===== src/rtl/nec_ir_pkg.sv =====
// rtl/nec_ir_pkg.sv - shared FSM state, timing windows and helpers for the NEC IR decoder
package nec_ir_pkg;

  typedef enum logic [2:0] {
    IDLE,
    LEAD_MARK,
    LEAD_SPACE,
    BIT_MARK,
    BIT_SPACE,
    STOP_MARK,
    RPT_STOP
  } necState_t;

  localparam int NEC_BITS     = 32;
  localparam int TICK_NS      = 140625;
  localparam int TICK_DIVISOR = 1_000_000_000 / TICK_NS;

  // Inclusive tick windows, wide enough to absorb remote-to-remote carrier drift.
  localparam logic [7:0] LEAD_MARK_MIN  = 8'd56;
  localparam logic [7:0] LEAD_MARK_MAX  = 8'd72;
  localparam logic [7:0] FRAME_SPC_MIN  = 8'd28;
  localparam logic [7:0] FRAME_SPC_MAX  = 8'd36;
  localparam logic [7:0] RPT_SPC_MIN    = 8'd12;
  localparam logic [7:0] RPT_SPC_MAX    = 8'd20;
  localparam logic [7:0] BIT_MARK_MIN   = 8'd2;
  localparam logic [7:0] BIT_MARK_MAX   = 8'd6;
  localparam logic [7:0] ZERO_SPC_MIN   = 8'd2;
  localparam logic [7:0] ZERO_SPC_MAX   = 8'd6;
  localparam logic [7:0] ONE_SPC_MIN    = 8'd9;
  localparam logic [7:0] ONE_SPC_MAX    = 8'd15;

  function automatic logic inWindow(input logic [7:0] val, input logic [7:0] lo,
                                    input logic [7:0] hi);
    return (val >= lo) && (val <= hi);
  endfunction

endpackage


===== src/rtl/nec_ir_rx_filter.sv =====
// rtl/nec_ir_rx_filter.sv - rxIN synchroniser and glitch filter producing a mark level and edge strobe
module nec_ir_rx_filter
  import nec_ir_pkg::*;
#(
  parameter int FILTER_CYCLES = 16,
  parameter int RX_ACTIVE_LOW = 1
) (
  input  logic clkIN,
  input  logic nResetIN,
  input  logic rxIN,
  output logic markOUT,
  output logic edgeOUT
);

  localparam logic IDLE_LEVEL = (RX_ACTIVE_LOW != 0);

  logic [1:0]  syncQ;
  logic        rawMark;
  logic [15:0] holdCnt;

  assign rawMark = (RX_ACTIVE_LOW != 0) ? ~syncQ[1] : syncQ[1];

  // A new level is accepted only after it has held for FILTER_CYCLES consecutive cycles.
  always_ff @(posedge clkIN or negedge nResetIN) begin
    if (!nResetIN) begin
      syncQ   <= {IDLE_LEVEL, IDLE_LEVEL};
      markOUT <= 1'b0;
      edgeOUT <= 1'b0;
      holdCnt <= '0;
    end else begin
      syncQ   <= {syncQ[0], rxIN};
      edgeOUT <= 1'b0;
      if (rawMark == markOUT) begin
        holdCnt <= '0;
      end else if (holdCnt == 16'(FILTER_CYCLES - 1)) begin
        markOUT <= rawMark;
        edgeOUT <= 1'b1;
        holdCnt <= '0;
      end else begin
        holdCnt <= holdCnt + 16'd1;
      end
    end
  end

endmodule


===== src/rtl/nec_ir_decoder.sv =====
// rtl/nec_ir_decoder.sv - NEC IR frame/repeat decoder; `NEC_IR_STRICT_CHECK_EN enables inverse-byte integrity check
module nec_ir_decoder
  import nec_ir_pkg::*;
#(
  parameter int CLOCK_HZ      = 50_000_000,
  parameter int RX_ACTIVE_LOW = 1,
  parameter int FILTER_CYCLES = 16,
  parameter int EXTENDED_ADDR = 0,
  parameter int REPEAT_WINDOW = 800
) (
  input  logic        clkIN,
  input  logic        nResetIN,
  input  logic        rxIN,
  output logic        dataValidOUT,
  output logic        repeatOUT,
  output logic        errorOUT,
  output logic [31:0] dataOUT,
  output logic [15:0] addressOUT,
  output logic [7:0]  commandOUT,
  output logic [7:0]  repeatCountOUT
);

  localparam int TICK_DIV = (CLOCK_HZ / TICK_DIVISOR) > 0 ? (CLOCK_HZ / TICK_DIVISOR) : 1;

  logic                mark;
  logic                edgeStb;
  logic [23:0]         divCnt;
  logic [7:0]          durCnt;
  logic                tick;
  necState_t           state;
  logic [4:0]          bitIdx;
  logic [NEC_BITS-1:0] shiftReg;
  logic [15:0]         winCnt;
  logic                winOpen;
  logic                frameOk;
  logic                leaderOk, frameSpcOk, rptSpcOk, bitMarkOk, zeroOk, oneOk;

  nec_ir_rx_filter #(
    .FILTER_CYCLES(FILTER_CYCLES),
    .RX_ACTIVE_LOW(RX_ACTIVE_LOW)
  ) rxFilter (
    .clkIN   (clkIN),
    .nResetIN(nResetIN),
    .rxIN    (rxIN),
    .markOUT (mark),
    .edgeOUT (edgeStb)
  );

  assign tick       = (divCnt == 24'(TICK_DIV - 1));
  assign leaderOk   = inWindow(durCnt, LEAD_MARK_MIN, LEAD_MARK_MAX);
  assign frameSpcOk = inWindow(durCnt, FRAME_SPC_MIN, FRAME_SPC_MAX);
  assign rptSpcOk   = inWindow(durCnt, RPT_SPC_MIN, RPT_SPC_MAX);
  assign bitMarkOk  = inWindow(durCnt, BIT_MARK_MIN, BIT_MARK_MAX);
  assign zeroOk     = inWindow(durCnt, ZERO_SPC_MIN, ZERO_SPC_MAX);
  assign oneOk      = inWindow(durCnt, ONE_SPC_MIN, ONE_SPC_MAX);

`ifdef NEC_IR_STRICT_CHECK_EN
  assign frameOk = (shiftReg[31:24] == ~shiftReg[23:16]) &&
                   ((EXTENDED_ADDR != 0) || (shiftReg[15:8] == ~shiftReg[7:0]));
`else
  assign frameOk = 1'b1;
`endif

  // Phase timer: both divider and duration restart at every accepted edge.
  always_ff @(posedge clkIN or negedge nResetIN) begin
    if (!nResetIN) begin
      divCnt <= '0;
      durCnt <= '0;
    end else if (edgeStb) begin
      divCnt <= '0;
      durCnt <= '0;
    end else begin
      divCnt <= tick ? 24'd0 : divCnt + 24'd1;
      if (tick && durCnt != 8'hFF) durCnt <= durCnt + 8'd1;
    end
  end

  always_ff @(posedge clkIN or negedge nResetIN) begin
    if (!nResetIN) begin
      state          <= IDLE;
      bitIdx         <= '0;
      shiftReg       <= '0;
      winCnt         <= '0;
      winOpen        <= 1'b0;
      dataValidOUT   <= 1'b0;
      repeatOUT      <= 1'b0;
      errorOUT       <= 1'b0;
      dataOUT        <= '0;
      addressOUT     <= '0;
      commandOUT     <= '0;
      repeatCountOUT <= '0;
    end else begin
      dataValidOUT <= 1'b0;
      repeatOUT    <= 1'b0;
      errorOUT     <= 1'b0;
      if (tick && winOpen) begin
        if (winCnt == 16'(REPEAT_WINDOW - 1)) winOpen <= 1'b0;
        else winCnt <= winCnt + 16'd1;
      end
      if (edgeStb) begin
        // A leader-length mark ending in any later phase restarts decoding at its space.
        case (state)
          IDLE: if (mark) state <= LEAD_MARK;
          LEAD_MARK: begin
            if (leaderOk) state <= LEAD_SPACE;
            else begin errorOUT <= 1'b1; state <= IDLE; end
          end
          LEAD_SPACE: begin
            if (frameSpcOk) begin
              state  <= BIT_MARK;
              bitIdx <= '0;
            end else if (rptSpcOk) state <= RPT_STOP;
            else begin errorOUT <= 1'b1; state <= IDLE; end
          end
          BIT_MARK: begin
            if (leaderOk) begin errorOUT <= 1'b1; state <= LEAD_SPACE; end
            else if (bitMarkOk) state <= BIT_SPACE;
            else begin errorOUT <= 1'b1; state <= IDLE; end
          end
          BIT_SPACE: begin
            if (zeroOk || oneOk) begin
              shiftReg[bitIdx] <= oneOk;
              if (bitIdx == 5'(NEC_BITS - 1)) state <= STOP_MARK;
              else begin
                state  <= BIT_MARK;
                bitIdx <= bitIdx + 5'd1;
              end
            end else begin errorOUT <= 1'b1; state <= IDLE; end
          end
          STOP_MARK: begin
            if (leaderOk) begin errorOUT <= 1'b1; state <= LEAD_SPACE; end
            else if (bitMarkOk) begin
              state <= IDLE;
              if (frameOk) begin
                dataValidOUT   <= 1'b1;
                dataOUT        <= shiftReg;
                addressOUT     <= (EXTENDED_ADDR != 0) ? shiftReg[15:0] : {8'd0, shiftReg[7:0]};
                commandOUT     <= shiftReg[23:16];
                repeatCountOUT <= '0;
                winOpen        <= 1'b1;
                winCnt         <= '0;
              end else errorOUT <= 1'b1;
            end else begin errorOUT <= 1'b1; state <= IDLE; end
          end
          RPT_STOP: begin
            if (leaderOk) begin errorOUT <= 1'b1; state <= LEAD_SPACE; end
            else if (bitMarkOk) begin
              state <= IDLE;
              if (winOpen) begin
                repeatOUT <= 1'b1;
                if (repeatCountOUT != 8'hFF) repeatCountOUT <= repeatCountOUT + 8'd1;
                winOpen <= 1'b1;
                winCnt  <= '0;
              end else errorOUT <= 1'b1;
            end else begin errorOUT <= 1'b1; state <= IDLE; end
          end
          default: state <= IDLE;
        endcase
      end else if (state != IDLE && durCnt == 8'hFF) begin
        errorOUT <= 1'b1;
        state    <= IDLE;
      end
    end
  end

endmodule


===== config.mk =====
export PLATFORM = sky130hd
export DESIGN_NAME = nec_ir_decoder
export DESIGN_NICKNAME = d
export VERILOG_FILES = /design/src/rtl/nec_ir_pkg.sv /design/src/rtl/nec_ir_rx_filter.sv /design/src/rtl/nec_ir_decoder.sv
export SDC_FILE = /design/constraint.sdc
export NUM_CORES = 1
export LEC_CHECK = 0
export CAP_MARGIN = 20
export CORE_ASPECT_RATIO = 1.1
export CORE_UTILIZATION = 37
export DETAILED_ROUTE_END_ITERATION = 12
export MAX_ROUTING_LAYER = met4
export PLACE_DENSITY = 0.64
export SKIP_LAST_GASP = 1
export SYNTH_ARGS = -nofsm -noshare
export SYNTH_HDL_FRONTEND = slang
export SYNTH_SLANG_ARGS = --single-unit

===== constraint.sdc =====
create_clock -name clkIN -period 3.1 [get_ports clkIN]
set_clock_uncertainty 0.1 [all_clocks]
set_input_delay 0.93 -clock clkIN [delete_from_list [all_inputs] [get_ports clkIN]]
set_output_delay 0.93 -clock clkIN [all_outputs]
set_load 0.05 [all_outputs]

* Word-level counts from Yosys, hierarchy flattened
Cells that the tools add are included.
** Storage, ports and cells
- Bits in registers :: 168
- Bits of input ports :: 3
- Logic and storage cells :: 159
** Cells by class
- Add/sub/neg operators :: 6
- Magnitude comparators :: 12
- Equality and inequality tests :: 24
- Multiplexer cells :: 72
- Bitwise operators :: 3
- Reductions and logical operators :: 24
** Operators by type and width (number)
- two-way mux 16 bit :: 10
- two-way mux 8 bit :: 8
- two-way mux 24 bit :: 2
- adder 16 x 1 -> 16 bit (second input constant) :: 2
- bitwise mux 32 bit :: 1
- case mux 16 bit (2 select lines) :: 1
- two-way mux 1 bit :: 31
- two-way mux 3 bit :: 9
- adder 24 x 1 -> 24 bit (second input constant) :: 1
- == test 24 x 13 -> 1 bit (second input constant) :: 1
- inequality test 2 bit (second input constant) :: 9
- adder 8 x 1 -> 8 bit (second input constant) :: 2
- == test 16 x 10 -> 1 bit (second input constant) :: 1
- == test 16 x 4 -> 1 bit (second input constant) :: 1
- >= comparator 8 x 4 -> 1 bit (second input constant) :: 2
- inequality test 8 bit (second input constant) :: 2
- case mux 8 bit (2 select lines) :: 1
- two-way mux 5 bit :: 3
- case mux 3 bit (5 select lines) :: 1
- case mux 5 bit (2 select lines) :: 1
- == test 3 bit (second input constant) :: 3
- logical AND 1 bit :: 9
- == test 8 bit (second input constant) :: 1
- >= comparator 8 x 2 -> 1 bit (second input constant) :: 1
- other kinds (31) :: 38

* Longest topological paths before layout
- Word-level depth :: 8
- Gate-level depth with buffers :: 10
- Gate-level depth less buffers :: 7

* Cells and area by module
From an unflattened synthesis, not the netlist that was laid out.
** Unflattened totals
- Cells, all modules :: 740
- Area, all modules :: 7721.2 sq um
** Modules (own cells, without submodules)
- nec_ir_decoder :: times used 1, cells each 651, area each 6760.2 sq um, seq. area each 3303.2 sq um
- nec_ir_rx_filter :: times used 1, cells each 89, area each 960.9 sq um, seq. area each 503.0 sq um

* Least setup slack after synthesis
OpenSTA, ideal clock, no wires.
- Path type :: reg2reg
- Start point :: register durCnt[0]
- End point :: register shiftReg[24]
- Setup time :: 127 ps
- Data arrival time :: 2030 ps
- Required time :: 2873 ps
- Setup slack :: 842 ps
- Cell stages (with the launch flop) :: 10
- Buffers on the path :: 2
- Cell sequence :: dfrtp_1 > inv_1 > ha_1 > or3b_1 > a22o_1 > and3_1 > buf_6 > buf_8 > nand3_1 > mux2_1
** On the way
- Longest elaborated chain between the ends :: 4
- Elaborated cells between the ends (all ways) :: 9
- Classes of those cells :: 4 x order compare; 1 x mux; 4 x reduce/logical
** Ends and longest elaborated chain
- from (decl) :: RTL line nec_ir_decoder.sv:28 : logic [7:0] durCnt;
- from (signal assigned) :: RTL line nec_ir_decoder.sv:74 : if (tick && durCnt != 8'hFF) durCnt <= durCnt + 8'd1;
- >= comparator 8 x 2 -> 1 bit (tied with other cells) :: RTL line nec_ir_pkg.sv:34 : return (val >= lo) && (val <= hi);
- logical AND 1 bit :: RTL line nec_ir_pkg.sv:34
- logical OR 1 bit :: RTL line nec_ir_decoder.sv:121 : if (zeroOk || oneOk) begin
- AND reduction 3 bit (no source line)
- to (signal, indexed assignment) :: RTL line nec_ir_decoder.sv:122 : shiftReg[bitIdx] <= oneOk;
- to (decl) :: RTL line nec_ir_decoder.sv:32 : logic [NEC_BITS-1:0] shiftReg;
Several ways; a longest one is shown, not always the timed one.
A chain may end at the register's enable or synchronous reset.

* Worst setup path after layout
- Start point :: register repeatCountOUT[5]
- End point :: output repeatCountOUT[5]
** RTL lines
- from (decl) :: RTL line nec_ir_decoder.sv:20 : output logic [7:0] repeatCountOUT
- from (signal assigned) :: RTL line nec_ir_decoder.sv:151 : if (repeatCountOUT != 8'hFF) repeatCountOUT <= repeatCountOUT + 8'd1;
No word-level cell between the ends.

==> out/results.ini <==
[layout]
antennaDiodeCount=0
area_growth_pct=15.6
drive_gt1_frac=0.113
fillers=1888
nNetsFinal=775
final_util=0.442

[sta]
min_period_ns=2.79
tns_ns=0
setup_viol=0
drv_slew=0
maxSlewHeadroom=0.351
rsz0062_at_grt=no
fmax_mhz=359
min_period_over_period=0.898
worstMarginPinSlew_ns=0.973
hold_violations=0

[worst_setup_path]
r2r_cells=5
endpoint_kind=output pin
crit_chain=clkdlybuf4s50_1
crit_buf_inv=1
worstPathArrival_ns=1.76
crit_type=register to output pin
cp.depth=1
critical-path-top-delay-family=buffers and inverters
start_kind=register
required_ns=2.07
crit_slowest_cell=clkdlybuf4s50_1
slowest_delay_ns=0.85
worstPathMaxFanout=8

[clock_network]
numClockSinks=152
path_clk_slew_ns=0.07
cts.path.max_buffers=2
clockRootBuffer=clkbuf_16
clock_latency_ns=0.43
post_cts_resized=0
cts_setup_buffers=0
numCtsBuffers=17
cts_tree=yes
cts_max_level=4
cts_hold_buffers=0

[placement]
port_buffers=61
place_hpwl_microns=10100
place.gp.congestion=0.805

[route]
viasPerCell=5.15
drt.antenna.violating_nets=0
met1_length_microns=7040
wl_met3_microns=434
drc=10
routedWlPerCell_microns=14.5
wl_met2_microns=7250
drt_first_pass_iters=10
num_vias=5270
drt-total-wl_microns=14800
initialDrtViolationCount=356
top_layer_used=met4

[power_and_ir_drop]
peakVddDrop_mv=0.380
finalPower_mw=4.18
power_density_nw_per_um2=471
p_leak_nw=4.01

[grt]
grt_max_degree=69
antenna_found_initial=0
grt_usage=0.155
grt_pass1_vias=5155
grt_overflow=0
grt_pass1_wl_microns=26100

[logic_synthesis]
syn_inst=728
synthDistinctLibCells=61
syn-mean-instance-area_sq_um=10.5
synth_area_sq_um=7670
synth-edff-count=0
synth_top_cell_by_area=dfrtp_1
yosysSeqAreaShare=0.496
synthArstFlopShare=1.00
synth_warnings=0
ys_ff_latch=152
synth_top_cell_area_share=0.490
ys.flop_type=dfrtp_1
synth_area_leaders=dfrtp_1, mux2_2, nand3_1

[floorplanning]
start_util=0.382
dieArea_sq_um=21300
core_area_sq_um=20100
num_rows=54
die_x_microns=139
die_h_microns=153
ioPinCount=70

[min_path]
hold_depth=0
hold_path_class=register to register

[run_status]
violations=DRC
status=complete, but fails checks

[run]
maxCapViolCount=0

cells in the mapped netlist, drive strengths merged, types with 9 or more instances:
cell and instances:
nor4 14, xnor2 23, dfrtp 150, nor3 16, o31ai 9, xor2 17, mux2 65, nand2 53
nor2 62, and3 24, clkbuf 20, mux2i 17, nand3 68, buf 44, ha 13, nand4 15
inv 15, o21ai 19
routing by layer:
layer  global-route usage  vias to the layer above
li1                     -                     2596
met1                0.194                     2590
met2                0.248                       72
met3               0.0373                       12
met4               0.0429                        0
met5                    -                        -
logic make-up (layout without fill, tap and decap cells):
group | count (synthesis) | count (layout) | share of synthesized area
xor+xnor | 40 | 40 | 0.0457
simple gates | 301 | 301 | 0.205
flops | 152 | 152 | 0.496
mux | 82 | 82 | 0.119
compound gates | 60 | 60 | 0.0524
fa+ha+maj | 13 | 13 | 0.0212
buf+inv | 79 | 116 | 0.0605
other cells | 1 | 8 | 0.000489
state kept, by name, indices dropped and copies added (netlist names):
register / cells
rxFilter.holdCnt: 16
errorOUT: 1
repeatOUT: 1
durCnt: 8
shiftReg: 32
state: 3
rxFilter.syncQ: 2
divCnt: 24
rxFilter.markOUT: 1
dataOUT: 32
rxFilter.edgeOUT: 1
repeatCountOUT: 8
bitIdx: 5
winCnt: 16
dataValidOUT: 1
winOpen: 1
per-stage QoR:
| stage | setup WS (ns) | hold WS [ns] | instance area, sq um | cells |
|---|---|---|---|---|
| 2_1_floorplan | 0.842 | 0.245 | 7690 | 735 |
| 3_3_place_gp | 0.642 | 0.249 | 8280 | 992 |
| 3_5_place_dp | 0.591 | 0.250 | 8280 | 992 |
| 4_1_cts | 0.309 | 0.259 | 8860 | 1024 |
| 5_1_grt | 0.271 | 0.260 | 8860 | 1024 |
| 6_report | 0.315 | 0.258 | 8860 | 1024 |
path summary, 6_finish.rpt:
| path | slack, ns | from | endpoint |
|---|---|---|---|
| setup reg to reg | 0.59 | durCnt[4]$_DFFE_PN0P_ | dataOUT[9]$_DFFE_PN0P_ |
| setup / recovery | 0.31 | repeatCountOUT[5]$_DFFE_PN0P_ | repeatCountOUT[5] |
| max in group asynchronous | 1.83 | nResetIN | rxFilter.syncQ[0]$_DFF_PN1_ |
| hold / removal | 0.26 | rxFilter.syncQ[0]$_DFF_PN1_ | rxFilter.syncQ[1]$_DFF_PN1_ |
| min in group asynchronous | 0.31 | nResetIN | dataOUT[6]$_DFFE_PN0P_ |
| hold reg to reg | 0.26 | rxFilter.syncQ[0]$_DFF_PN1_ | rxFilter.syncQ[1]$_DFF_PN1_ |
final cells by class:
class,count,area (sq um),share of cell area
clock buffer,19,443,0.0500
multi-input combinational,504,3420,0.386
clock inverter,13,135,0.0152
sequential,152,3810,0.429
tap,252,315,0.0356
timing repair buffer,69,684,0.0772
inverter,15,56.3,0.00635
cell usage in the layout, fill, tap and decap left out, drive strengths merged, types with 21 or more instances in the layout:
| master | synthesis | layout |
|---|---|---|
| nand2 | 53 | 53 |
| and3 | 24 | 24 |
| dfrtp | 150 | 150 |
| mux2 | 65 | 65 |
| nor2 | 62 | 62 |
| xnor2 | 23 | 23 |
| clkdlybuf4s50 | 0 | 60 |
| inv | 15 | 21 |
| nand3 | 68 | 68 |
worst reg2reg max path, cell delays in order, from the launching register on:
cell	delay, ns
dfrtp_1	0.50
nor4_1	0.40
and3_1	0.41
and3_1	0.20
buf_4	0.37
mux2_2	0.42
report_power, final:
part	leakage, nW	internal (mW)	total [mW]	switching, mW
sequential	2.10	2.01	2.04	0.0275
combinational	1.62	0.0243	0.104	0.0792
clock	0.288	1.15	2.04	0.888
Note: power is estimated with default switching activity, not from simulation.
